<file path="src/rtl/count_sequencer_pkg.sv">
// count_sequencer_pkg
//   Shared definitions for the count sequencer slice: the FSM state
//   enumeration and the default widths of the count and repetition paths.
package count_sequencer_pkg;

  localparam int CNT_W_DEFAULT = 7;
  localparam int REP_W_DEFAULT = 8;

  typedef enum logic [1:0] {
    S_IDLE  = 2'd0,
    S_RUN   = 2'd1,
    S_PAUSE = 2'd2,
    S_DONE  = 2'd3
  } state_e;

endpackage : count_sequencer_pkg

</file>
<file path="src/rtl/count_sequencer_sat.sv">
// sat_counter
//   Saturating up-counter. It counts inc pulses, sticks at all-ones and
//   returns to zero on clear (clear has priority over inc).
// Ports:
//   clk    in   clock, rising edge
//   reset  in   synchronous active-high reset
//   clear  in   synchronous clear to zero
//   inc    in   increment request
//   value  out  W-bit counter value
module sat_counter
  import count_sequencer_pkg::*;
#(
  parameter int W = REP_W_DEFAULT
) (
  input  logic         clk,
  input  logic         reset,
  input  logic         clear,
  input  logic         inc,
  output logic [W-1:0] value
);

  localparam logic [W-1:0] ONE = 1;

  logic [W-1:0] value_q;
  logic [W-1:0] value_d;

  // Next value: clear wins, otherwise step unless already at the ceiling.
  always_comb begin
    value_d = value_q;
    if (clear) begin
      value_d = '0;
    end else if (inc && (value_q != '1)) begin
      value_d = value_q + ONE;
    end
  end

  // Counter register.
  always_ff @(posedge clk) begin
    if (reset) begin
      value_q <= '0;
    end else begin
      value_q <= value_d;
    end
  end

  assign value = value_q;

endmodule : sat_counter

</file>
<file path="src/rtl/count_sequencer.sv">
// count_sequencer
//   Drives a free-running count 1..P,0 to downstream comparators, either for
//   N repetitions (one-shot) or until aborted (continuous), with pause, abort
//   and a saturating tally of comparator match pulses. All outputs are flops.
// Ports:
//   counter_clk in   clock, rising edge
//   reset       in   synchronous active-high reset
//   start       in   one-cycle request to begin a sequence
//   abort       in   one-cycle request to stop immediately (beats start)
//   pause       in   level, holds the count while high
//   continuous  in   1 = repeat until abort, 0 = n_cycles repetitions
//   period      in   terminal count P (sampled at start, 0 is rejected)
//   n_cycles    in   repetitions N (sampled at start, 0 means 1)
//   comp        in   match pulse from the comparator
//   count       out  counter value
//   count_en    out  comparator enable, high in RUN only
//   wrap        out  pulse in the cycle count returns to 0
//   busy        out  high in RUN or PAUSE
//   done        out  completion pulse of a one-shot sequence
//   hit_cnt     out  comp pulses seen in the current or last sequence
//   err         out  pulse on a start with period == 0
module count_sequencer
  import count_sequencer_pkg::*;
#(
  parameter int CNT_W = CNT_W_DEFAULT,
  parameter int REP_W = REP_W_DEFAULT
) (
  input  logic             counter_clk,
  input  logic             reset,
  input  logic             start,
  input  logic             abort,
  input  logic             pause,
  input  logic             continuous,
  input  logic [CNT_W-1:0] period,
  input  logic [REP_W-1:0] n_cycles,
  input  logic             comp,
  output logic [CNT_W-1:0] count,
  output logic             count_en,
  output logic             wrap,
  output logic             busy,
  output logic             done,
  output logic [REP_W-1:0] hit_cnt,
  output logic             err
);

  localparam logic [CNT_W-1:0] CNT_ONE = 1;
  localparam logic [REP_W-1:0] REP_ONE = 1;

  state_e           state_q, state_d;
  logic [CNT_W-1:0] count_q, count_d;
  logic [CNT_W-1:0] p_q, p_d;
  logic [REP_W-1:0] n_q, n_d;
  logic [REP_W-1:0] rep_q, rep_d;
  logic             cont_q, cont_d;
  logic             wrap_q, wrap_d;
  logic             done_q, done_d;
  logic             err_q, err_d;
  logic             busy_q, busy_d;
  logic             count_en_q, count_en_d;
  logic             hit_clear;
  logic [REP_W-1:0] n_eff;
  logic             last_wrap;

  // A one-shot request for zero repetitions still runs one period.
  assign n_eff = (n_q == '0) ? REP_ONE : n_q;

  // count is only 0 inside RUN during a wrap cycle, so this flags the
  // final wrap cycle of a one-shot sequence.
  assign last_wrap = (count_q == '0) && !cont_q && (rep_q == n_eff);

  // Next-state and next-output logic. Finishing a one-shot takes priority
  // over pause so the last wrap cycle is always the last RUN cycle; abort
  // overrides everything, including a simultaneous start.
  always_comb begin
    state_d   = state_q;
    count_d   = count_q;
    p_d       = p_q;
    n_d       = n_q;
    rep_d     = rep_q;
    cont_d    = cont_q;
    wrap_d    = 1'b0;
    err_d     = 1'b0;
    hit_clear = 1'b0;

    case (state_q)
      S_IDLE: begin
        if (start) begin
          if (period != '0) begin
            p_d       = period;
            n_d       = n_cycles;
            cont_d    = continuous;
            rep_d     = '0;
            hit_clear = 1'b1;
            count_d   = CNT_ONE;
            state_d   = S_RUN;
          end else begin
            err_d = 1'b1;
          end
        end
      end

      S_RUN, S_PAUSE: begin
        if ((state_q == S_RUN) && last_wrap) begin
          state_d = S_DONE;
          count_d = '0;
        end else if (pause) begin
          state_d = S_PAUSE;
        end else begin
          state_d = S_RUN;
          if (count_q == p_q) begin
            count_d = '0;
            wrap_d  = 1'b1;
            rep_d   = rep_q + REP_ONE;
          end else begin
            count_d = count_q + CNT_ONE;
          end
        end
      end

      S_DONE: begin
        state_d = S_IDLE;
        count_d = '0;
      end

      default: begin
        state_d = S_IDLE;
        count_d = '0;
      end
    endcase

    if (abort) begin
      state_d   = S_IDLE;
      count_d   = '0;
      p_d       = p_q;
      n_d       = n_q;
      cont_d    = cont_q;
      rep_d     = rep_q;
      wrap_d    = 1'b0;
      err_d     = 1'b0;
      hit_clear = 1'b0;
    end

    done_d     = (state_d == S_DONE);
    busy_d     = (state_d == S_RUN) || (state_d == S_PAUSE);
    count_en_d = (state_d == S_RUN);
  end

  // State and output registers.
  always_ff @(posedge counter_clk) begin
    if (reset) begin
      state_q    <= S_IDLE;
      count_q    <= '0;
      p_q        <= '0;
      n_q        <= '0;
      rep_q      <= '0;
      cont_q     <= 1'b0;
      wrap_q     <= 1'b0;
      done_q     <= 1'b0;
      err_q      <= 1'b0;
      busy_q     <= 1'b0;
      count_en_q <= 1'b0;
    end else begin
      state_q    <= state_d;
      count_q    <= count_d;
      p_q        <= p_d;
      n_q        <= n_d;
      rep_q      <= rep_d;
      cont_q     <= cont_d;
      wrap_q     <= wrap_d;
      done_q     <= done_d;
      err_q      <= err_d;
      busy_q     <= busy_d;
      count_en_q <= count_en_d;
    end
  end

  // Match tally: counts comp while busy, held in IDLE until the next
  // accepted start clears it.
  sat_counter #(
    .W (REP_W)
  ) u_hit_cnt (
    .clk   (counter_clk),
    .reset (reset),
    .clear (hit_clear),
    .inc   (comp && busy_q),
    .value (hit_cnt)
  );

  assign count    = count_q;
  assign count_en = count_en_q;
  assign wrap     = wrap_q;
  assign busy     = busy_q;
  assign done     = done_q;
  assign err      = err_q;

endmodule : count_sequencer

</file>
<file path="config.mk">
export PLATFORM = sky130hd
export DESIGN_NAME = count_sequencer
export DESIGN_NICKNAME = d
export VERILOG_FILES = /design/src/rtl/count_sequencer_pkg.sv /design/src/rtl/count_sequencer_sat.sv /design/src/rtl/count_sequencer.sv
export SDC_FILE = /design/constraint.sdc
export NUM_CORES = 1
export LEC_CHECK = 0
export CAP_MARGIN = 20
export CORE_ASPECT_RATIO = 0.6
export CORE_MARGIN = 4
export CORE_UTILIZATION = 45
export CTS_BUF_LIST = sky130_fd_sc_hd__clkbuf_4 sky130_fd_sc_hd__clkbuf_8
export CTS_CLUSTER_SIZE = 20
export DETAILED_ROUTE_END_ITERATION = 10
export GPL_TIMING_DRIVEN = 0
export PLACE_DENSITY = 0.7
export SYNTH_ARGS = -nofsm -noshare
export SYNTH_HDL_FRONTEND = slang
export SYNTH_SLANG_ARGS = --single-unit
</file>
<file path="constraint.sdc">
create_clock -name counter_clk -period 4.1 [get_ports counter_clk]
set_input_delay 0.615 -clock counter_clk [delete_from_list [all_inputs] [get_ports counter_clk]]
set_output_delay 0.615 -clock counter_clk [all_outputs]
set_load 0.05 [all_outputs]
</file>
==> results of run 1 <==
power groups by stage:
stage / logic (W) / clock network, W / registers, W
floorplan: 0.0000798 / 0 / 0.000482
global placement: 0.000133 / 0 / 0.000478
detailed placement: 0.000134 / 0 / 0.000478
CTS: 0.000134 / 0.000270 / 0.000467
global route: 0.000148 / 0.000289 / 0.000469
finish: 0.000135 / 0.000261 / 0.000467
cells by family (layout without fill, tap and decap cells):
kind of cell | count (synthesis) | in the layout | share of synthesized area [%]
xor+xnor | 20 | 20 | 7.442
simple gates | 118 | 118 | 25.69
flops | 46 | 46 | 37.51
buf+inv | 19 | 67 | 3.874
compound gates | 50 | 50 | 13.46
fa+ha+maj | 10 | 10 | 5.097
mux | 17 | 17 | 6.932
through the flow:
step	cells	setup WS, ps	area [µm²]
4_1_cts	394	1306	3027
6_report	394	1285	3027
3_5_place_dp	387	1261	2948
5_1_grt	394	1096	3027
3_3_place_gp	387	1234	2948
2_1_floorplan	280	1596	2455
synth_stat cells (all sizes together), types with 3 or more instances:
| cell | count | area, µm² |
|---|---|---|
| dfxtp | 46 | 920.9 |
| nand2b | 9 | 56.30 |
| o21ai | 13 | 65.06 |
| mux2i | 17 | 170.2 |
| a21oi | 14 | 70.07 |
| xor2 | 5 | 43.79 |
| nor2 | 34 | 127.6 |
| xnor2 | 15 | 138.9 |
| nand4 | 5 | 31.28 |
| nand3 | 13 | 65.06 |
| ha | 10 | 125.1 |
| or3 | 4 | 25.02 |
| or2 | 7 | 46.30 |
| inv | 8 | 30.03 |
| and3 | 6 | 38.79 |
| nor3 | 6 | 30.03 |
| nor2b | 3 | 18.77 |
| and2 | 7 | 43.79 |
| buf | 4 | 38.78 |
| o22ai | 4 | 25.02 |
| nand2 | 16 | 60.06 |
| clkbuf | 7 | 26.28 |
routing by layer:
layer	global-route usage [%]	wire length, µm	up-vias
li1	-	-	1074
met1	28.64	3092	981
met2	23.81	2251	42
met3	3.499	269	6
met4	4.685	51	0
met5	0	0	-
worst paths after layout:
check	startpoint	to	depth (start not counted)
worst max-delay path	state_q[1]	busy	10
worst min-delay path	cont_q	cont_q	2
worst max register to register	state_q[1]	busy	10
worst min register to register	cont_q	cont_q	2
sequential cells by signal, indices dropped and copies added (netlist names):
register,cells
n_q,8
rep_q,8
u_hit_cnt.value,8
count,7
p_q,7
state_q,2
busy,1
cont_q,1
count_en,1
done,1
err,1
wrap,1
final cells by class:
type / count / area [µm²]
Sequential cell: 46 / 920.9
Fill cell: 473 / 2128
Clock buffer: 5 / 68.82
Tap cell: 66 / 82.58
Multi-Input combinational cell: 215 / 1439
Buffer: 11 / 65.06
Inverter: 8 / 30.03
Timing Repair Buffer: 41 / 410.4
Clock inverter: 2 / 10.01
worst max-delay path, stage by stage (launching register included):
cell     delay, ps
dfxtp_1        330
inv_1          100
ha_1           180
nor4b_1        370
nand4_1        230
nor4_4         380
a21oi_1        250
o21a_1         260
or2_2          270
ha_1           270
nor2_1          40
==> impl_metrics.csv, run 1 <==
group,metric,value,unit
global_routing,gr-total-overflow,0,
route,drc,0,
pwr,power.density,285.1,nW/µm²
floorplanning,ios,42,
sta,finalClockSkew,6.143,ps
logic_synthesis,syn_area_per_cell,8.767,µm²
route,drtIter0Drc,112,
critical_path,path_class,"reg -> reg",
final_layout,final_common_cell,"dfxtp_1",
logic_synthesis,ys.flop_type,"dfxtp_1",
floorplanning,die_area,6739,µm²
critical_path,worst-path-max-fanout,6,
final_layout,fin_util,58.71,%
route,routedWlPerCell,14.38,µm
final_layout,diodes,0,
floorplanning,rows,20,
sta,rsz0062_at_grt,"false",
pwr,leakagePower,1.140,nW
critical_path,critical_path_required,4270,ps
logic_synthesis,synth_seq_cells,46,
placed_design,dpl.hpwl,4408,µm
critical_path,cp.arrival,2990,ps
global_routing,grt_pass1_wl,9480,µm
route,routed_wl,5665,µm
route,vias,2103,
critical_path,cp-start-kind,"flop",
flow_run,max-cap-violations,0,
status,status,"complete, no violations",
critical_path,end_kind,"flop",
final_layout,num-nets-final,360,
pwr,p_seq_share,54.1,%
pwr,p_comb_share,15.6,%
hold_path,hold_class,"reg -> reg",
cts,worstSkewPairLatency,300,ps
placed_design,io_buffers,41,
final_layout,layout_common_cells,"46 x dfxtp_1, 41 x clkdlybuf4s50_1, 34 x nor2_1, 17 x mux2i_1, 16 x nand2_1",
cts,cts_resized,0,
logic_synthesis,synthesis.area,2455,µm²
floorplanning,die_x,103.4,µm
global_routing,grt_pass1_vias,1930,
logic_synthesis,synthDistinctLibCells,49,
cts,clock_sinks,46,
placed_design,finalWeightedCongestion,0.8316,
final_layout,area_growth,23.29,%
logic_synthesis,async_reset_ff_share,0,%
cts,cts_htree_levels,2,
pwr,sw_frac_of_total,26.50,%
route,first_pass_iters,4,
route,ant_nets,0,
cts,cts-root-buf,"clkbuf_8",
pwr,p_sw,0.0002287,W
sta,period_share,68.66,%
sta,tightest_slew,603.6,ps
cts,ctsHoldBuffers,0,
sta,hold_viol,0,
logic_synthesis,synth_warnings,0,
sta,hold_slack,508.4,ps
cts,cts_tree,"done",
sta,finalMaxSlewViolations,0,
floorplanning,core,5155,µm²
pwr,peakVddDrop,0.0001355,V
cts,cts_max_path_buffers,2,
global_routing,grt_max_degree,14,
cts,cts_buffers,5,
critical_path,r2r_slack,1280,ps
global_routing,grt_usage,17.93,%
global_routing,antenna_found_initial,0,
pwr,p_int,0.0006341,W
floorplanning,die_h,65.21,µm
sta,setup_tns,0,ps
logic_synthesis,synth_cells,280,
cts,post-cts-setup-buffer-count,0,
sta,max_freq,355.2,MHz
logic_synthesis,ys_seq_area_share,37.51,%
sta,fin_crit,2815,ps
route,vias_per_cell,5.338,
logic_synthesis,synth-edff-count,0,
sta,finalSetupViolCount,0,
pwr,pwr-share-clk,30.2,%
logic_synthesis,syn_nets,312,
floorplanning,initial_core_util,47.62,%
pwr,finalPower,0.0008628,W
cts,clk_pin_slew,80,ps
sta,max_slew_margin,59.52,%
final_layout,drive_above_1_share,7.622,%
No activity file was read; power rests on OpenSTA's default activity.
==> run 2, diff against run 1 <==
PLACE_DENSITY = 0.72   (was 0.7)
clock period = 2.3 ns   (was 4.1 ns; I/O delays follow)
==> run 2 against run 1 <==
  * The run now ends with setup timing left
  * Global-route usage rose by 1.9 points
  * Maximum frequency grew 20%
  * Flip-flop and latch count unchanged
  * First-iteration DRC count down 1.8%
  * Final cell count is 2.5% higher
  * Register-to-register slack got worse by 1300 ps
  * Total power is 100% higher
  * Critical path depth up 1
  * Clock skew shrank 1.6 ps
  * Via count up 5.4%
  * Combinational power grew 100%
  * Worst setup slack got worse by 1300 ps
  * Highest routed layer unchanged
==> impl_metrics.csv, run 2 (same netlist as run 1, synthesis figures left out) <==
group,metric,value,unit
status,status,"finished with violations",
status,violations,"setup timing",
sta,max_freq,426.6,MHz
cts,cts-root-buf,"clkbuf_8",
route,vias_per_cell,5.488,
cts,cts_tree,"done",
pwr,power.density,530.5,nW/µm²
route,vias,2217,
route,first_pass_iters,4,
pwr,p_sw,0.0004614,W
critical_path,cp.arrival,2530,ps
final_layout,fin_util,63.11,%
floorplanning,initial_core_util,47.62,%
route,ant_nets,0,
pwr,sw_frac_of_total,26.73,%
route,drtIter0Drc,110,
sta,finalClockSkew,4.576,ps
cts,cts_max_path_buffers,2,
critical_path,end_kind,"flop",
cts,worstSkewPairLatency,310,ps
critical_path,worst-path-max-fanout,4,
floorplanning,ios,42,
critical_path,critical_path_required,2490,ps
final_layout,diodes,0,
critical_path,path_class,"reg -> reg",
floorplanning,die_area,6739,µm²
sta,finalMaxSlewViolations,0,
final_layout,drive_above_1_share,17.75,%
placed_design,dp_slack,-322.3,ps
sta,finalSetupViolCount,5,
placed_design,finalWeightedCongestion,0.8307,
sta,max_slew_margin,59.21,%
sta,setup_ws,-44.25,ps
final_layout,final_common_cell,"clkdlybuf4s50_1",
global_routing,antenna_found_initial,0,
pwr,p_int,0.001265,W
route,routedWlPerCell,15.88,µm
global_routing,grt_usage,19.83,%
pwr,p_comb_share,15.8,%
pwr,p_seq_share,48.1,%
floorplanning,die_x,103.4,µm
cts,clk_pin_slew,90,ps
global_routing,grt_max_degree,16,
critical_path,max_stage_delay,360,ps
global_routing,grt_pass1_vias,2056,
final_layout,layout_common_cells,"41 x clkdlybuf4s50_1, 37 x dfxtp_1, 33 x nor2_1, 17 x mux2i_1, 16 x nand2_1",
critical_path,critPathBufInv,2,
placed_design,io_buffers,41,
flow_run,max-cap-violations,0,
floorplanning,die_h,65.21,µm
route,routed_wl,6415,µm
critical_path,path_cells,"inv_2 > ha_2 > nor4b_4 > nand4_1 > nor4_4 > buf_4 > a21oi_4 > o21a_1 > or2_4 > ha_4 > nor2_1",
critical_path,cp_slowest_cell,"dfxtp_4",
pwr,pwr-share-clk,36.1,%
sta,tightest_slew,611.8,ps
cts,cts_buffers,5,
floorplanning,rows,20,
sta,period_share,101.9,%
sta,rsz0062_at_grt,"true",
global_routing,grt_pass1_wl,10430,µm
sta,fin_crit,2344,ps
route,drc,0,
cts,cts_htree_levels,2,
final_layout,area_growth,32.52,%
floorplanning,core,5155,µm²
cts,clock_sinks,46,
global_routing,gr-total-overflow,0,
final_layout,num-nets-final,369,
sta,hold_viol,0,
hold_path,hold_class,"reg -> reg",
critical_path,cp-start-kind,"flop",
critical_path,cpLargestDelayFamily,"simple AND/OR/NAND/NOR gates",
pwr,peakVddDrop,0.0002331,V
pwr,leakagePower,1.233,nW
placed_design,dpl.hpwl,4738,µm
-- run 2: worst min-delay path, stage by stage, from the launching register on --
cell	delay, ps
dfxtp_1	340
o21ai_0	70
a21oi_1	60
-- run 2: area by class of cell --
class / instances / area, µm²
Fill cell: 439 / 1902
Clock buffer: 5 / 68.82
Sequential cell: 46 / 939.7
Timing Repair Buffer: 50 / 478.0
Multi-Input combinational cell: 215 / 1544
Inverter: 8 / 30.03
Clock inverter: 3 / 43.79
Tap cell: 66 / 82.58
Buffer: 11 / 66.31
-- run 2: routing by layer --
metal  part of all wire (%)  track usage (%)  wire length (µm)  vias to the layer above
li1                       -                -                 -                     1090
met1                     50            29.87              3215                     1058
met2                     43            28.33              2777                       61
met3                    5.8            4.030               372                        8
met4                   0.78            5.331                50                        0
met5                      0                0                 0                        -
-- run 2: power by group through the flow --
| stage | registers, W | clock network, W | logic [W] |
|---|---|---|---|
| after floorplan | 0.000857 | 0 | 0.000146 |
| after global placement | 0.000850 | 0 | 0.000238 |
| after detailed placement | 0.000850 | 0 | 0.000244 |
| after CTS | 0.000830 | 0.000634 | 0.000258 |
| after global routing | 0.000833 | 0.000665 | 0.000295 |
| final | 0.000831 | 0.000623 | 0.000272 |
-- run 2: worst paths after layout --
kind         slack (ps)  cells past startpoint                 end          startpoint
max                 -40                     11                busy            count[0]
min                 510                      2  u_hit_cnt.value[4]  u_hit_cnt.value[4]
max reg2reg         -40                     11                busy            count[0]
min reg2reg         510                      2  u_hit_cnt.value[4]  u_hit_cnt.value[4]
-- run 2: repair_timing --
item                       CTS  global route
hold buffers                 0             0
pin swaps                    5             3
cloned                       0             0
buffers inserted             7             2
setup endpoints to repair   11            13
gates resized for setup     11             9
-- run 2: metrics by stage --
step	cells	area [µm²]	power [W]	setup TNS, ps	hold WS, ps
after global routing	404	3253	0.001793	-1147	566.3
final	404	3253	0.001726	-104.8	514.8
after detailed placement	387	2995	0.001094	-4714	506.2
after global placement	387	2995	0.001088	-3890	495.5
after CTS	402	3201	0.001723	0	520.0
after floorplan	280	2502	0.001003	0	424.3
==> run 3, diff against run 2 <==
CORE_UTILIZATION = 49   (was 45)
PLACE_DENSITY = 0.78   (was 0.72)
==> run 3 against run 2 <==
  * The run now ends clean
  * Combinational power down 2%
  * Maximum frequency up 3.1%
  * Clock power down 15%
  * Critical path type unchanged
  * Die area down 7.4%
  * Clock skew up 4.5 ps
  * Non-clock buffer count down 4
  * Largest power group unchanged
  * First-iteration DRC count up 8.2%
  * Core utilization up 5.2 points
  * Register-to-register slack better by 70 ps
==> impl_metrics.csv, run 3 (same netlist as run 1, synthesis figures left out) <==
group,metric,value,unit
floorplanning,rows,19,
final_layout,diodes,0,
final_layout,layout_common_cells,"41 x clkdlybuf4s50_1, 37 x dfxtp_1, 34 x nor2_1, 17 x mux2i_1, 16 x nand2_1",
critical_path,path_class,"reg -> reg",
cts,cts_buffers,5,
critical_path,cp.arrival,2450,ps
critical_path,worst-path-max-fanout,6,
route,routedWlPerCell,15.29,µm
placed_design,io_buffers,41,
placed_design,place_area,2992,µm²
route,vias,2188,
route,vias_per_cell,5.511,
cts,clock_sinks,46,
cts,cts_tree,"done",
final_layout,area_growth,31.04,%
pwr,peakVddDrop,0.0002707,V
hold_path,hold_class,"reg -> reg",
floorplanning,die_h,62.83,µm
critical_path,r2r_end,"busy",
critical_path,cp.depth,11,
critical_path,path_cells,"inv_4 > ha_4 > nor4b_4 > nand4_1 > nor4_4 > buf_6 > a21oi_4 > o21a_1 > or2_4 > ha_4 > nor2_1",
sta,rsz0062_at_grt,"true",
sta,period_share,98.84,%
global_routing,grt_pass1_vias,2031,
critical_path,cp-start-kind,"flop",
critical_path,critPathCapture,"busy",
sta,hold_viol,0,
global_routing,grt_usage,19.91,%
sta,finalClockSkew,9.080,ps
sta,setup_ws,26.71,ps
critical_path,max_stage_delay,350,ps
cts,cts_max_path_buffers,2,
critical_path,cpLargestDelayFamily,"simple AND/OR/NAND/NOR gates",
status,status,"complete, no violations",
critical_path,critical_path_required,2480,ps
critical_path,cp-startpoint,"state_q[1]",
final_layout,fin_util,68.34,%
critical_path,crit_path_frequent_cell,"ha_4",
critical_path,end_kind,"flop",
final_layout,register_area,939.7,µm²
cts,clk_pin_slew,90,ps
placed_design,dpl.hpwl,4500,µm
sta,max_freq,439.9,MHz
pwr,power.density,505.0,nW/µm²
critical_path,critPathBufInv,2,
global_routing,grt_max_degree,14,
floorplanning,die_area,6243,µm²
final_layout,fill_cells,374,
critical_path,timing.rr.start,"state_q[1]",
critical_path,rr_worst_depth,11,
sta,finalSetupViolCount,0,
critical_path,r2r_slack,30,ps
final_layout,num-nets-final,365,
cts,cts-root-buf,"clkbuf_8",
critical_path,cp_slowest_cell,"dfxtp_2",
sta,max_slew_margin,59.79,%
final_layout,final_common_cell,"clkdlybuf4s50_1",
pwr,leakagePower,1.220,nW
global_routing,gr-total-overflow,0,
route,drtIter0Drc,119,
global_routing,grt_pass1_wl,9984,µm
route,routed_wl,6072,µm
placed_design,finalWeightedCongestion,0.8589,
route,drc,0,
cts,worstSkewPairLatency,300,ps
placed_design,dp_slack,-279.1,ps
floorplanning,ios,42,
final_layout,fin_area,3217,µm²
floorplanning,die_x,99.38,µm
floorplanning,core,4707,µm²
final_layout,drive_above_1_share,16.77,%
route,first_pass_iters,5,
route,ant_nets,0,
sta,tightest_slew,601.9,ps
floorplanning,initial_core_util,52.15,%
sta,finalMaxSlewViolations,0,
cts,cts_htree_levels,2,
sta,fin_crit,2273,ps
flow_run,max-cap-violations,0,
final_layout,multiInputGateArea,1546,µm²
global_routing,antenna_found_initial,0,
run 3: timing repair:
| action | CTS | global route |
|---|---|---|
| hold buffers | 0 | 0 |
| gates resized for setup | 9 | 13 |
| setup buffers | 3 | 3 |
| cloned | 0 | 0 |
| endpoints found under the hold margin | 0 | 0 |
| pin swaps | 4 | 4 |
| endpoints found under the setup margin | 7 | 11 |
run 3: final cells by class:
type | count | area share, %
Clock inverter | 1 | 0.1556
Buffer | 10 | 1.945
Multi-Input combinational cell | 215 | 48.07
Sequential cell | 46 | 29.21
Clock buffer | 7 | 2.800
Inverter | 8 | 1.089
Tap cell | 63 | 2.450
Timing Repair Buffer | 47 | 14.27
run 3: routing by layer:
| layer | up-vias | GRT usage [%] | routed length, µm |
|---|---|---|---|
| li1 | 1084 | - | - |
| met5 | - | 0 | 0 |
| met3 | 5 | 4.794 | 389 |
| met1 | 1034 | 29.67 | 3062 |
| met4 | 0 | 5.281 | 46 |
| met2 | 65 | 28.34 | 2573 |
run 3: tightest hold or removal path, stage by stage (launching register included):
cell and delay (ps):
dfxtp_1 340, mux2i_1 70, nor2_1 80
run 3: stage by stage:
step / total power, W / std cells / TNS (ps) / hold slack (ps)
after floorplan: 0.001003 / 280 / 0 / 424.3
after global placement: 0.001087 / 384 / -3907 / 487.0
after detailed placement: 0.001092 / 384 / -4330 / 502.5
after CTS: 0.001612 / 395 / -7.516 / 522.1
after global routing: 0.001688 / 397 / -275.1 / 560.4
final: 0.001625 / 397 / 0 / 515.7
run 3: how the worst min path moves through the flow:
stage | startpoint | end | slack (ps) | cells after the start
after floorplan | abort | state_q[1] | 420 | 1
after global placement | n_q[0] | n_q[0] | 490 | 2
after detailed placement | n_q[0] | n_q[0] | 500 | 2
after CTS | n_q[0] | n_q[0] | 520 | 2
after global routing | rep_q[2] | rep_q[2] | 560 | 2
final | n_q[0] | n_q[0] | 520 | 2
run 3: report_power, final:
part / total, W / internal (W) / switching [W]
Combinational: 0.000266 / 0.000127 / 0.000139
Sequential: 0.000831 / 0.000812 / 0.0000190
Clock: 0.000527 / 0.000255 / 0.000272
